File: src/rtl/qpsk_pkg.sv
// rtl/qpsk_pkg.sv - shared types, PRBS9 taps and default seeds for the QPSK pattern source
package qpsk_pkg;

  typedef enum logic [1:0] {
    ST_IDLE = 2'd0,
    ST_LOAD = 2'd1,
    ST_RUN  = 2'd2,
    ST_DONE = 2'd3
  } state_t;

  // Feedback taps of x^9 + x^5 + 1 in a left-shifting register: bits 8 and 4
  localparam logic [8:0] PRBS9_TAPS     = 9'h110;
  localparam logic [8:0] DEFAULT_SEED_I = 9'h0AB;
  localparam logic [8:0] DEFAULT_SEED_Q = 9'h1FE;

  function automatic logic [8:0] prbs9_next(input logic [8:0] s);
    return {s[7:0], ^(s & PRBS9_TAPS)};
  endfunction

endpackage

File: src/rtl/qpsk_prbs_ctrl_if.sv
// rtl/qpsk_prbs_ctrl_if.sv - control and symbol-stream bundle between register block, sequencer and mapper
interface qpsk_prbs_ctrl_if #(
  parameter int LEN_W = 16
);

  logic             i_start;
  logic             i_stop;
  logic [LEN_W-1:0] i_len;
  logic             o_bit_i;
  logic             o_bit_q;
  logic             o_valid;
  logic             o_busy;
  logic             o_done;
  logic [LEN_W-1:0] o_count;

  modport master (
    output i_start, i_stop, i_len,
    input  o_bit_i, o_bit_q, o_valid, o_busy, o_done, o_count
  );

  modport slave (
    input  i_start, i_stop, i_len,
    output o_bit_i, o_bit_q, o_valid, o_busy, o_done, o_count
  );

endinterface

File: src/rtl/qpsk_prbs_ctrl_prbs9_ce.sv
// rtl/qpsk_prbs_ctrl_prbs9_ce.sv - PRBS9 generator with clock enable and synchronous seed load
module prbs9_ce
  import qpsk_pkg::*;
#(
  parameter logic [8:0] SEED = DEFAULT_SEED_I
) (
  input  logic clk,
  input  logic rst_n,
  input  logic load,
  input  logic ce,
  output logic bit_out
);

  logic [8:0] s_q;

  // Load wins over advance so a reload never picks up a stale step
  always_ff @(posedge clk or negedge rst_n) begin
    if (!rst_n) begin
      s_q <= SEED;
    end else if (load) begin
      s_q <= SEED;
    end else if (ce) begin
      s_q <= prbs9_next(s_q);
    end
  end

  assign bit_out = s_q[8];

endmodule

File: src/rtl/qpsk_prbs_ctrl.sv
// rtl/qpsk_prbs_ctrl.sv - burst sequencer driving the I/Q PRBS9 rails at one symbol per OS clocks
module qpsk_prbs_ctrl
  import qpsk_pkg::*;
#(
  parameter int         OS     = 4,
  parameter logic [8:0] SEED_I = DEFAULT_SEED_I,
  parameter logic [8:0] SEED_Q = DEFAULT_SEED_Q,
  parameter int         LEN_W  = 16
) (
  input  logic             clk,
  input  logic             rst,
  qpsk_prbs_ctrl_if.slave  bus
);

  localparam int             PH_W    = (OS > 1) ? $clog2(OS) : 1;
  localparam logic [PH_W-1:0] PH_LAST = PH_W'(OS - 1);

  state_t           state_q;
  state_t           state_d;
  logic [PH_W-1:0]  phase_q;
  logic [LEN_W-1:0] len_q;
  logic [LEN_W-1:0] count_q;
  logic [LEN_W-1:0] count_inc;
  logic             start_ok;
  logic             valid;
  logic             busy;
  logic             done;
  logic             lfsr_load;

  assign start_ok  = bus.i_start && (bus.i_len != '0);
  assign count_inc = count_q + LEN_W'(1);

  always_ff @(posedge clk or negedge rst) begin
    if (!rst) begin
      state_q <= ST_IDLE;
    end else begin
      state_q <= state_d;
    end
  end

  always_comb begin
    state_d = state_q;
    unique case (state_q)
      ST_IDLE: if (start_ok) state_d = ST_LOAD;
      ST_LOAD: state_d = bus.i_stop ? ST_DONE : ST_RUN;
      ST_RUN: begin
        if (bus.i_stop || (valid && (count_inc == len_q))) begin
          state_d = ST_DONE;
        end
      end
      ST_DONE: state_d = ST_IDLE;
      default: state_d = ST_IDLE;
    endcase
  end

  always_comb begin
    valid     = 1'b0;
    busy      = 1'b0;
    done      = 1'b0;
    lfsr_load = 1'b0;
    unique case (state_q)
      ST_LOAD: begin
        busy      = 1'b1;
        lfsr_load = 1'b1;
      end
      ST_RUN: begin
        busy  = 1'b1;
        valid = (phase_q == PH_LAST);
      end
      ST_DONE: done = 1'b1;
      default: ;
    endcase
  end

  // The length is captured only on an accepted start, so mid-burst starts cannot disturb it
  always_ff @(posedge clk or negedge rst) begin
    if (!rst) begin
      len_q   <= '0;
      phase_q <= '0;
      count_q <= '0;
    end else begin
      if (state_q == ST_IDLE && start_ok) begin
        len_q <= bus.i_len;
      end
      if (lfsr_load) begin
        phase_q <= '0;
        count_q <= '0;
      end else if (state_q == ST_RUN) begin
        phase_q <= (phase_q == PH_LAST) ? '0 : phase_q + PH_W'(1);
        if (valid) begin
          count_q <= count_inc;
        end
      end
    end
  end

  prbs9_ce #(.SEED(SEED_I)) u_prbs_i (
    .clk     (clk),
    .rst_n   (rst),
    .load    (lfsr_load),
    .ce      (valid),
    .bit_out (bus.o_bit_i)
  );

  prbs9_ce #(.SEED(SEED_Q)) u_prbs_q (
    .clk     (clk),
    .rst_n   (rst),
    .load    (lfsr_load),
    .ce      (valid),
    .bit_out (bus.o_bit_q)
  );

  assign bus.o_valid = valid;
  assign bus.o_busy  = busy;
  assign bus.o_done  = done;
  assign bus.o_count = count_q;

endmodule

File: src/flat_wrapper.sv
// flat-port wrapper written by rule: the top's interface ports become plain ports
module qpsk_prbs_ctrl_flat import qpsk_pkg::*;
#(
  parameter int         OS     = 4,
  parameter logic [8:0] SEED_I = DEFAULT_SEED_I,
  parameter logic [8:0] SEED_Q = DEFAULT_SEED_Q,
  parameter int         LEN_W  = 16
)
  (clk, rst, bus_i_start, bus_i_stop, bus_i_len, bus_o_bit_i, bus_o_bit_q, bus_o_valid, bus_o_busy, bus_o_done, bus_o_count);
  qpsk_prbs_ctrl_if #(.LEN_W(LEN_W)) bus_i ();
  input  logic clk;
  input  logic rst;
  input wire logic [$bits(bus_i.i_start)-1:0] bus_i_start;
  input wire logic [$bits(bus_i.i_stop)-1:0] bus_i_stop;
  input wire logic [$bits(bus_i.i_len)-1:0] bus_i_len;
  output wire logic [$bits(bus_i.o_bit_i)-1:0] bus_o_bit_i;
  output wire logic [$bits(bus_i.o_bit_q)-1:0] bus_o_bit_q;
  output wire logic [$bits(bus_i.o_valid)-1:0] bus_o_valid;
  output wire logic [$bits(bus_i.o_busy)-1:0] bus_o_busy;
  output wire logic [$bits(bus_i.o_done)-1:0] bus_o_done;
  output wire logic [$bits(bus_i.o_count)-1:0] bus_o_count;
  assign bus_i.i_start = bus_i_start;
  assign bus_i.i_stop = bus_i_stop;
  assign bus_i.i_len = bus_i_len;
  assign bus_o_bit_i = bus_i.o_bit_i;
  assign bus_o_bit_q = bus_i.o_bit_q;
  assign bus_o_valid = bus_i.o_valid;
  assign bus_o_busy = bus_i.o_busy;
  assign bus_o_done = bus_i.o_done;
  assign bus_o_count = bus_i.o_count;
  qpsk_prbs_ctrl #(.OS(OS), .SEED_I(SEED_I), .SEED_Q(SEED_Q), .LEN_W(LEN_W)) u_core (.clk(clk), .rst(rst), .bus(bus_i));
endmodule
File: config.mk
export PLATFORM = sky130hd
export DESIGN_NAME = qpsk_prbs_ctrl_flat
export DESIGN_NICKNAME = d
export VERILOG_FILES = /design/src/rtl/qpsk_pkg.sv /design/src/rtl/qpsk_prbs_ctrl_if.sv /design/src/rtl/qpsk_prbs_ctrl_prbs9_ce.sv /design/src/rtl/qpsk_prbs_ctrl.sv /design/src/flat_wrapper.sv
export SDC_FILE = /design/constraint.sdc
export NUM_CORES = 1
export LEC_CHECK = 0
export BUFFER_PORTS_ARGS = -buffer_cell sky130_fd_sc_hd__buf_2
export CAP_MARGIN = 20
export CORE_AREA = 2 2 77 79
export CTS_BUF_LIST = sky130_fd_sc_hd__clkbuf_4 sky130_fd_sc_hd__clkbuf_8
export DETAILED_ROUTE_END_ITERATION = 10
export DIE_AREA = 0 0 79 81
export PLACE_DENSITY = 0.73
export SYNTH_ARGS = -nofsm -noshare
export SYNTH_HDL_FRONTEND = slang
export SYNTH_SLANG_ARGS = --single-unit
File: constraint.sdc
create_clock -name clk -period 5.89 [get_ports clk]
set_input_delay 1.4725 -clock clk [delete_from_list [all_inputs] [get_ports clk]]
set_output_delay 1.4725 -clock clk [all_outputs]
set_load 0.1 [all_outputs]
Word level (Yosys, flattened, before mapping)
Index checks and enable logic that the tools add are counted.

operators by class
  add/subtract/negate cells = 2
  eq/ne operators = 7
  mux-type cells = 18
  reduce and logical (&&, ||, !) cells = 13

operators by type and width
  kind                     number
  $mux W16                 3
  $mux W9                  4
  $reduce_xor A9 Y1        2
  $add A16 B1 Y16 const B  1
  $eq A16 B16 Y1           1
  $reduce_bool A16 Y1      1
  $mux W2                  5
  $pmux W2 S4              1
  $eq A2 B2 Y1 const B     3
  $mux W1                  5
  $ne A2 B1 Y1 const B     2
  $reduce_and A2 Y1        2
  $reduce_bool A2 Y1       2
  $logic_and A1 B1 Y1      3
  $add A2 B1 Y2 const B    1
  $eq A2 B1 Y1 const B     1
  $logic_not A2 Y1         1
  $reduce_or A2 Y1         1
  $logic_or A1 B1 Y1       1

storage, ports and cells
  bits in registers = 54
  input bits = 20
  output and inout port bits = 21

Longest topological paths before layout
Gate-level depths: netlist of the first run.

  depth after elaboration = 6
  gate-level depth with buffers = 9
  depth with buffers taken out = 9

Cells and area by module
A second synthesis of the first run with hierarchy kept.

second synthesis, totals
  cell total of the unflattened synthesis = 290
  area total of the unflattened synthesis = 3006.6 sq um

by module, submodules not included
  module                       instances  cells an instance  area an instance (sq um)  seq. area each (sq um)
  qpsk_prbs_ctrl               1          230                2222.1                    900.9
  prbs9_ce at u_core.u_prbs_q  1          30                 407.9                     235.2
  prbs9_ce at u_core.u_prbs_i  1          30                 376.6                     231.5

Worst setup path before layout of the first run
OpenSTA, ideal clock, no wires.

  path kind = register -> output
  start point = register u_core.state_q[0]
  end point = output port bus_o_valid
  data arrival time = 2106 ps
  required time = 4418 ps
  path slack = 2312 ps
  stages on the path, launching flop included = 7
  cells stage by stage = dfrtp_1 -> inv_1 -> ha_1 -> nand2_1 -> inv_1 -> clkbuf_1 -> clkbuf_1

between the ends
  cells in the longest elaborated chain, start to end = 2

ends and longest elaborated chain
  item                    RTL line              source
  from (decl)             qpsk_prbs_ctrl.sv:18  state_t state_q;
  from (signal assigned)  qpsk_prbs_ctrl.sv:37  state_q <= state_d;
  $eq A2 B2 Y1            qpsk_prbs_ctrl.sv:61  unique case (state_q)
  $mux W1                 qpsk_prbs_ctrl.sv:61
  to (decl)               flat_wrapper.sv:18    output wire logic [$bits(bus_i.o_valid)-1:0] bus_o_valid;

Every way passes these cells.

Final worst setup path of the first run
Ends and elaborated chain as after synthesis.

==> metrics.md, run 1 <==
| Metric | Value |
|---|---|
| Outcome | `completed` |
| Setup violations, final | `0` |
| Peak supply drop | `roughly 0.52 mV` |
| Critical Path Start Type | `flop` |
| Crit. End Element | `output pin` |
| Family with the most delay on the worst path | `buffers and inverters` |
| Post-DR wirelength/cell | `around 15 um` |
| DRC viols | `0` |
| Synth top area cells | `dfrtp_1 (35%), dfstp_2 (12%), nand2_1 (6.8%)` |
| Top-area cell type share of the netlist area | `0.348` |
| Mux contribution to synthesized area | `0.0684` |
| Area leader, netlist | `dfrtp_1` |
| GRT Resource Usage Total | `0.207` |
| WP data required | `~4.4 ns` |
| Slew margin rel. | `0.335` |
| Die width | `approximately 79 um` |
| Setup Buffers After CTS | `0` |
| R2R cell count | `8` |
| Clock Skews | `approximately 0.0084 ns` |
| Crit-path slowest cell | `inv_1` |
| Asr flop ratio synth | `1.00` |
| Post-synthesis compound-gate area fraction | `0.110` |
| Register area share after synthesis | `0.465` |
| Sinks on Clock Net | `between 50 and 60` |
| Post-CTS Hold Buffers | `0` |
| Worst-path clk slew | `0.09 ns` |
| Critical path type | `flop to output pin` |
| DIE HEIGHT | `approximately 81 um` |
| YS warnings | `0` |
| TritonCTS clock tree | `built` |
| CP max FO | `21` |
| Final Cell Area | `about 3300 um^2` |
| GP Congestion | `between 0.8 and 0.9` |
| EDFF count, synth | `0` |
| Layout cells sized above 1 | `0.277` |
| H-tree levels | `2` |
| IO Port Bufs | `40` |
| Area growth, synth to finish | `12.9%` |
| Final period util | `0.690` |
| Fillers | `~500` |
| CTS resizes | `0` |
| 1st-iter DRT viols | `approximately 140` |
| Mapped Nets | `between 300 and 400` |
| Via/cell ratio | `between 5 and 6` |
| Clk Tree Root Cell | `clkbuf_8` |
| WL final | `between 6000 and 7000 um` |
| MaxCap Viol Count | `0` |
| Yosys reg bits | `54` |
| Post-route ant nets | `0` |
| WP data arrival | `about 2.6 ns` |
| Pre-antenna DRT Iters | `4` |
| Synth Area in Adders | `0.0255` |
| First-pass GRT wire length | `10,400 um` |
| Critical path cell sequence | `inv_1 > ha_1 > nand2_1 > inv_1 > buf_2` |
| Main synth FF type | `dfrtp_1` |
| Die ar. | `approximately 6400 um^2` |
| Met2 wire length | `2940 um` |
| Core area | `5680 um^2` |
| Clk Latency, worst-skew pair | `0.31 ns` |
| Vias in the first global route | `2,150` |
| Most used cell, CP | `inv_1` |
| Area post-placement | `between 3000 and 4000 um^2` |
| Antenna fix cells | `0` |
| Met3 routed WL | `around 200 um` |
| Crit path time final | `4.07 ns` |
| Metal1 wirelength | `2800 um` |
| Worst Hold Class | `flop to flop` |
| PwrDens | `approximately 450 nW/um^2` |
| Buffers and inverters on the worst path | `3` |
| Mapped Avg Cell Area | `between 9 and 10 um^2` |
| Netlist cell types | `45` |
| Final hold vios | `0` |
| Max Slew Vio Count | `0` |
| Uppermost routed layer | `met4` |
| Synth Area in XOR/XNOR | `0.0773` |
| Initial antenna violation count | `0` |
| CP max stage delay | `roughly 0.63 ns` |
| Pin count of the biggest net entering global routing | `55` |
| Row count | `28` |
| Layout Nets | `between 300 and 400` |
| Routed vias | `2,261` |
| Cell depth of the worst setup path | `5` |
| Largest family of logic cells by synthesized area | `simple AND/OR/NAND/NOR gates` |
| Tightest Pin Transition | `0.994 ns` |
| Fmax | `approximately 250 MHz` |
| Fin Setup TNS | `0 ns` |
| Cells after synthesis | `between 200 and 300` |
| Num CTS Buffers | `5` |
| CTS max path bufs | `2` |
| Ports | `41` |
| Leakage power | `around 1.5 nW` |
| RSZ-0062 raised after global routing | `false` |
| Post-Syn Area | `around 3000 um^2` |
| Gr ovfl total | `0` |
| Simple-gate share of the synthesized area | `0.229` |
| Initial Utilization | `0.519` |
| Post-DP HPWL | `4300 um` |
| Hold Crit Depth | `2` |
==> state kept, by name (all words and copies together), names as in the netlist <==
| register | cells |
|---|---|
| u_core.bus.o_count | 16 |
| u_core.len_q | 16 |
| u_core.phase_q | 2 |
| u_core.state_q | 2 |
| u_core.u_prbs_i.s_q | 9 |
| u_core.u_prbs_q.s_q | 9 |
==> logic make-up (layout without fill, tap and decap cells) <==
kind of cell             after synthesis  after routing
AND/OR/NAND/NOR                      122            122
flip-flops                            54             54
AO/OA/AOI/OAI                         52             52
XOR/XNOR                              26             26
buffers and inverters                 19             58
multiplexers                          18             18
adder cells (fa/ha/maj)                6              6
==> report_power, final <==
group	switching, mW	internal (mW)
Combinational	0.387	0.250
Clock	0.118	0.125
Sequential	0.0907	0.520
==> cell type report <==
class	count	area, um^2	area share
clock buffer	5	68.8	0.0207
clock inverter	3	40.0	0.0120
inverter	8	30.0	0.00904
multi-input combinational	224	1500	0.453
sequential	54	1370	0.412
tap	75	93.8	0.0282
timing repair buffer	42	219	0.0659
==> worst min-delay path, stage by stage, from the launching register on <==
cell      delay [ns]
dfstp_2         0.38
nand2_1         0.05
nand3b_1        0.06
==> Yosys cell counts (3+ instances only) <==
library cell  instances
nand2_1              53
dfrtp_1              41
o21ai_0              22
xnor2_1              20
nor2_1               18
mux2_2               16
dfstp_2              13
nand3b_1             12
clkbuf_1             10
a21oi_1               8
inv_1                 8
nand3_1               8
ha_1                  6
nor4_1                6
xor2_1                6
nor3_1                5
o31ai_1               5
nor4_2                4
a211oi_1              3
a21o_1                3
==> worst paths after layout <==
kind	from	to	slack, ns
hold / removal	u_core.u_prbs_i.s_q[5]	u_core.u_prbs_i.s_q[5]	0.49
min in group asynchronous	rst	u_core.bus.o_count[5]	1.26
setup reg to reg	u_core.state_q[0]	u_core.bus.o_count[4]	3.06
hold reg to reg	u_core.u_prbs_i.s_q[5]	u_core.u_prbs_i.s_q[5]	0.49
setup / recovery	u_core.state_q[0]	bus_o_valid	1.82
max in group asynchronous	rst	u_core.phase_q[0]	4.17
==> placed cells by master (no fill, tap or decap), drive strengths merged, types with 2 or more instances in the layout <==
cell	n
nand2b	2
a21o	3
nand3b	12
a211oi	3
o31ai	5
nand3	10
inv	8
xor2	6
buf	42
nor2	18
ha	6
o21ai	23
a21oi	9
clkinv	2
nor4	11
mux2	17
or4	2
clkbuf	5
nand2	53
dfrtp	41
nor2b	2
xnor2	20
a41oi	2
nand4	3
nor3	6
dfstp	13
==> layer usage <==
layer  global-route usage  up-vias
li1                     -     1128
met1                0.280     1088
met2                0.344       38
met3               0.0378        7
met4               0.0569        0
met5                    0        -
==> per-stage QoR <==
stage	instances	util	hold WS, ns	power (mW)	setup WS [ns]
2_1_floorplan	297	-	0.459	1.12	2.31
3_3_place_gp	402	0.564	0.474	1.23	2.21
3_5_place_dp	402	0.564	0.476	1.25	2.17
4_1_cts	410	0.584	0.490	1.50	1.80
5_1_grt	411	0.586	0.510	1.59	1.63
6_report	411	0.586	0.487	1.49	1.82
Power figures use the tool's default switching activity.
==> run 2: changes to the inputs <==
Settings changed: ABC_AREA from default to 1.
Clock period 5.89 ns to 4.1 ns, I/O delays scaled along.
==> run 2 against run 1 <==
Compared with the run above: critical path depth rose by 3; largest cell class is now sequential cells; critical path type is now flop to flop; non-clock buffer count increased by 4; sequential cell count stayed put; largest power group unchanged.
==> metrics.md, run 2 <==
| Metric | Value |
|---|---|
| H-tree levels | `2` |
| Crit path time final | `2.72 ns` |
| Mapped Avg Cell Area | `a little over 8 um^2` |
| Pin count of the biggest net entering global routing | `between 40 and 50` |
| Netlist cell types | `31` |
| IO Port Bufs | `40` |
| WP data arrival | `2.93 ns` |
| DIE HEIGHT | `between 80 and 90 um` |
| PwrDens | `~580 nW/um^2` |
| MaxCap Viol Count | `0` |
| TritonCTS clock tree | `built` |
| Vias in the first global route | `roughly 2,300` |
| Most used cell, CP | `inv_1` |
| Crit. End Element | `flop` |
| Final period util | `0.664` |
| Final hold vios | `0` |
| Flop pwr share | `0.403` |
| Die width | `a little under 80 um` |
| Int Power | `about 1.1 mW` |
| Sinks on Clock Net | `between 50 and 60` |
| CTS max path bufs | `2` |
| Place WS | `roughly 1.4 ns` |
| Setup Buffers After CTS | `0` |
| Most frequent cells in the layout | `nand2_1 (84), inv_1 (60), nand3_1 (43)` |
| Worst Hold Class | `flop to flop` |
| Fmax | `367 MHz` |
| Worst-path clk slew | `0.10 ns` |
| Post-DP HPWL | `about 5000 um` |
| Top-area cell type share of the netlist area | `0.348` |
| Post-Syn Area | `~2900 um^2` |
| Leakage power | `between 1.5 and 2 nW` |
| Most common cell in the netlist | `nand2_1` |
| First-pass GRT wire length | `approximately 11,000 um` |
| Asr flop ratio synth | `1.00` |
| Ports | `41` |
| Via/cell ratio | `about 5.4` |
| Buffers and inverters on the worst path | `4` |
| Routed vias | `~2,600` |
| Dpl cells | `480` |
| Layout Nets | `roughly 440` |
| Core Util, Final | `0.595` |
| Overall Power | `~2.0 mW` |
| Mapped Nets | `roughly 390` |
| CP max stage delay | `0.55 ns` |
| Commonest cells in the netlist | `nand2_1 (84), inv_1 (60), nand3_1 (43)` |
| Clk Latency, worst-skew pair | `0.31 ns` |
| Cells after synthesis | `366` |
| EDFF count, synth | `0` |
| Worst setup margin | `roughly 1.4 ns` |
| Post-CTS Hold Buffers | `0` |
| DRC viols | `0` |
| CP max FO | `10` |
| Critical Path Start Type | `flop` |
| Critical path cell sequence | `inv_1 > ha_1 > inv_1 > nor2_1 > inv_1 > nor2_1 > clkinv_1 > o21ai_0` |
| 1st-iter DRT viols | `220` |
| WL final | `~6800 um` |
| Clock power share | `0.186` |
| Combinational fraction of design power | `0.411` |
| Switching portion of total power | `0.429` |
| Synth top area cells | `dfrtp_1 (35%), dfstp_2 (12%), nand2_1 (11%)` |
| Crit-path slowest cell | `nor2_1` |
| Outcome | `completed` |
| GRT Resource Usage Total | `0.222` |
| YS warnings | `0` |
| Commonest non-fill, non-tap cell in the layout | `nand2_1` |
| Fillers | `between 500 and 600` |
| Critical path type | `flop to flop` |
| Peak supply drop | `0.839 mV` |
| Tightest Pin Transition | `0.947 ns` |
| Slew margin rel. | `0.367` |
| Pre-antenna DRT Iters | `5` |
| Clk Tree Root Cell | `clkbuf_8` |
| Initial antenna violation count | `0` |
| Post-DR wirelength/cell | `~14 um` |
| CTS resizes | `0` |
| Core area | `around 5700 um^2` |
| Row count | `28` |
| Family with the most delay on the worst path | `buffers and inverters` |
| Antenna fix cells | `0` |
| Max Slew Vio Count | `0` |
| Register area share after synthesis | `0.465` |
| Post-route insts no fill | `roughly 500` |
| Initial Utilization | `0.519` |
| Clock Skews | `roughly 0.012 ns` |
| Yosys reg bits | `54` |
| Area growth, synth to finish | `14.8%` |
| GP Congestion | `~0.90` |
| Setup violations, final | `0` |
| Die ar. | `between 6000 and 7000 um^2` |
| Layout cells sized above 1 | `0.200` |
| Num CTS Buffers | `5` |
| WP data required | `roughly 4.3 ns` |
| Main synth FF type | `dfrtp_1` |
| Area leader, netlist | `dfrtp_1` |
| Gr ovfl total | `0` |
| Fin Setup TNS | `0 ns` |
| Post-route ant nets | `0` |
| RSZ-0062 raised after global routing | `false` |
| Psw | `~0.84 mW` |
-- run 2: changes by cell type in the layout (fill, tap and decap cells not counted), sizes merged, moves of 11 or more --
| cell | change |
|---|---|
| a22oi | +11 |
| inv | +53 |
| mux2 | -13 |
| nand2 | +35 |
| nand3 | +34 |
| nand3b | -12 |
| o22ai | +12 |
| xnor2 | -19 |
-- run 2: worst paths after layout --
| kind | start | end | slack (ns) | cells after the start |
|---|---|---|---|---|
| setup / recovery | u_core.state_q[0] | u_core.bus.o_count[15] | 1.38 | 8 |
| hold / removal | u_core.u_prbs_q.s_q[7] | u_core.u_prbs_q.s_q[8] | 0.47 | 2 |
| setup reg to reg | u_core.state_q[0] | u_core.bus.o_count[15] | 1.38 | 8 |
| hold reg to reg | u_core.u_prbs_q.s_q[7] | u_core.u_prbs_q.s_q[8] | 0.47 | 2 |
| max in group asynchronous | rst | u_core.len_q[7] | 2.85 | 3 |
| min in group asynchronous | rst | u_core.bus.o_count[9] | 0.60 | 1 |
-- run 2: cell type report --
type	count	area [um^2]	area share
Inverter	62	233	0.0689
Multi-Input combinational cell	244	1310	0.389
Timing Repair Buffer	46	258	0.0763
Clock inverter	2	37.5	0.0111
Clock buffer	6	76.3	0.0226
Sequential cell	54	1370	0.405
Tap cell	75	93.8	0.0278
-- run 2: layer usage --
layer / up-vias / routed length [um] / track usage
li1: 1298 / - / -
met1: 1211 / 3320 / 0.330
met2: 100 / 2880 / 0.319
met3: 10 / 468 / 0.0567
met4: 0 / 91 / 0.0690
met5: - / 0 / 0
-- run 2: power groups by stage --
stage | clock network (mW) | logic (mW) | registers, mW
after global routing | 0.391 | 0.894 | 0.807
after CTS | 0.372 | 0.805 | 0.790
final | 0.365 | 0.808 | 0.792
after detailed placement | 0 | 0.799 | 0.802
after global placement | 0 | 0.791 | 0.796
after floorplan | 0 | 0.565 | 0.842
-- run 2: stage by stage --
stage	hold WS [ns]	instance area [um^2]
floorplan	0.447	2940
global placement	0.462	3250
detailed placement	0.471	3250
CTS	0.472	3360
global route	0.505	3380
finish	0.473	3380
-- run 2: kinds of logic (layout without fill, tap and decap cells) --
kind of cell	Yosys count	in the layout	synth area share
AND/OR/NAND/NOR	174	174	0.268
flip-flops	54	54	0.465
adder cells (fa/ha/maj)	6	6	0.0255
AO/OA/AOI/OAI	55	55	0.113
buffers and inverters	68	116	0.0892
multiplexers	4	4	0.0153
XOR/XNOR	5	5	0.0242
-- run 2: worst reg2reg max path, cell delays in order (launching register included) --
cell      delay (ns)
dfrtp_1         0.45
inv_1           0.09
ha_1            0.32
inv_1           0.13
nor2_1          0.15
inv_1           0.07
nor2_1          0.55
clkinv_1        0.55
o21ai_0         0.33
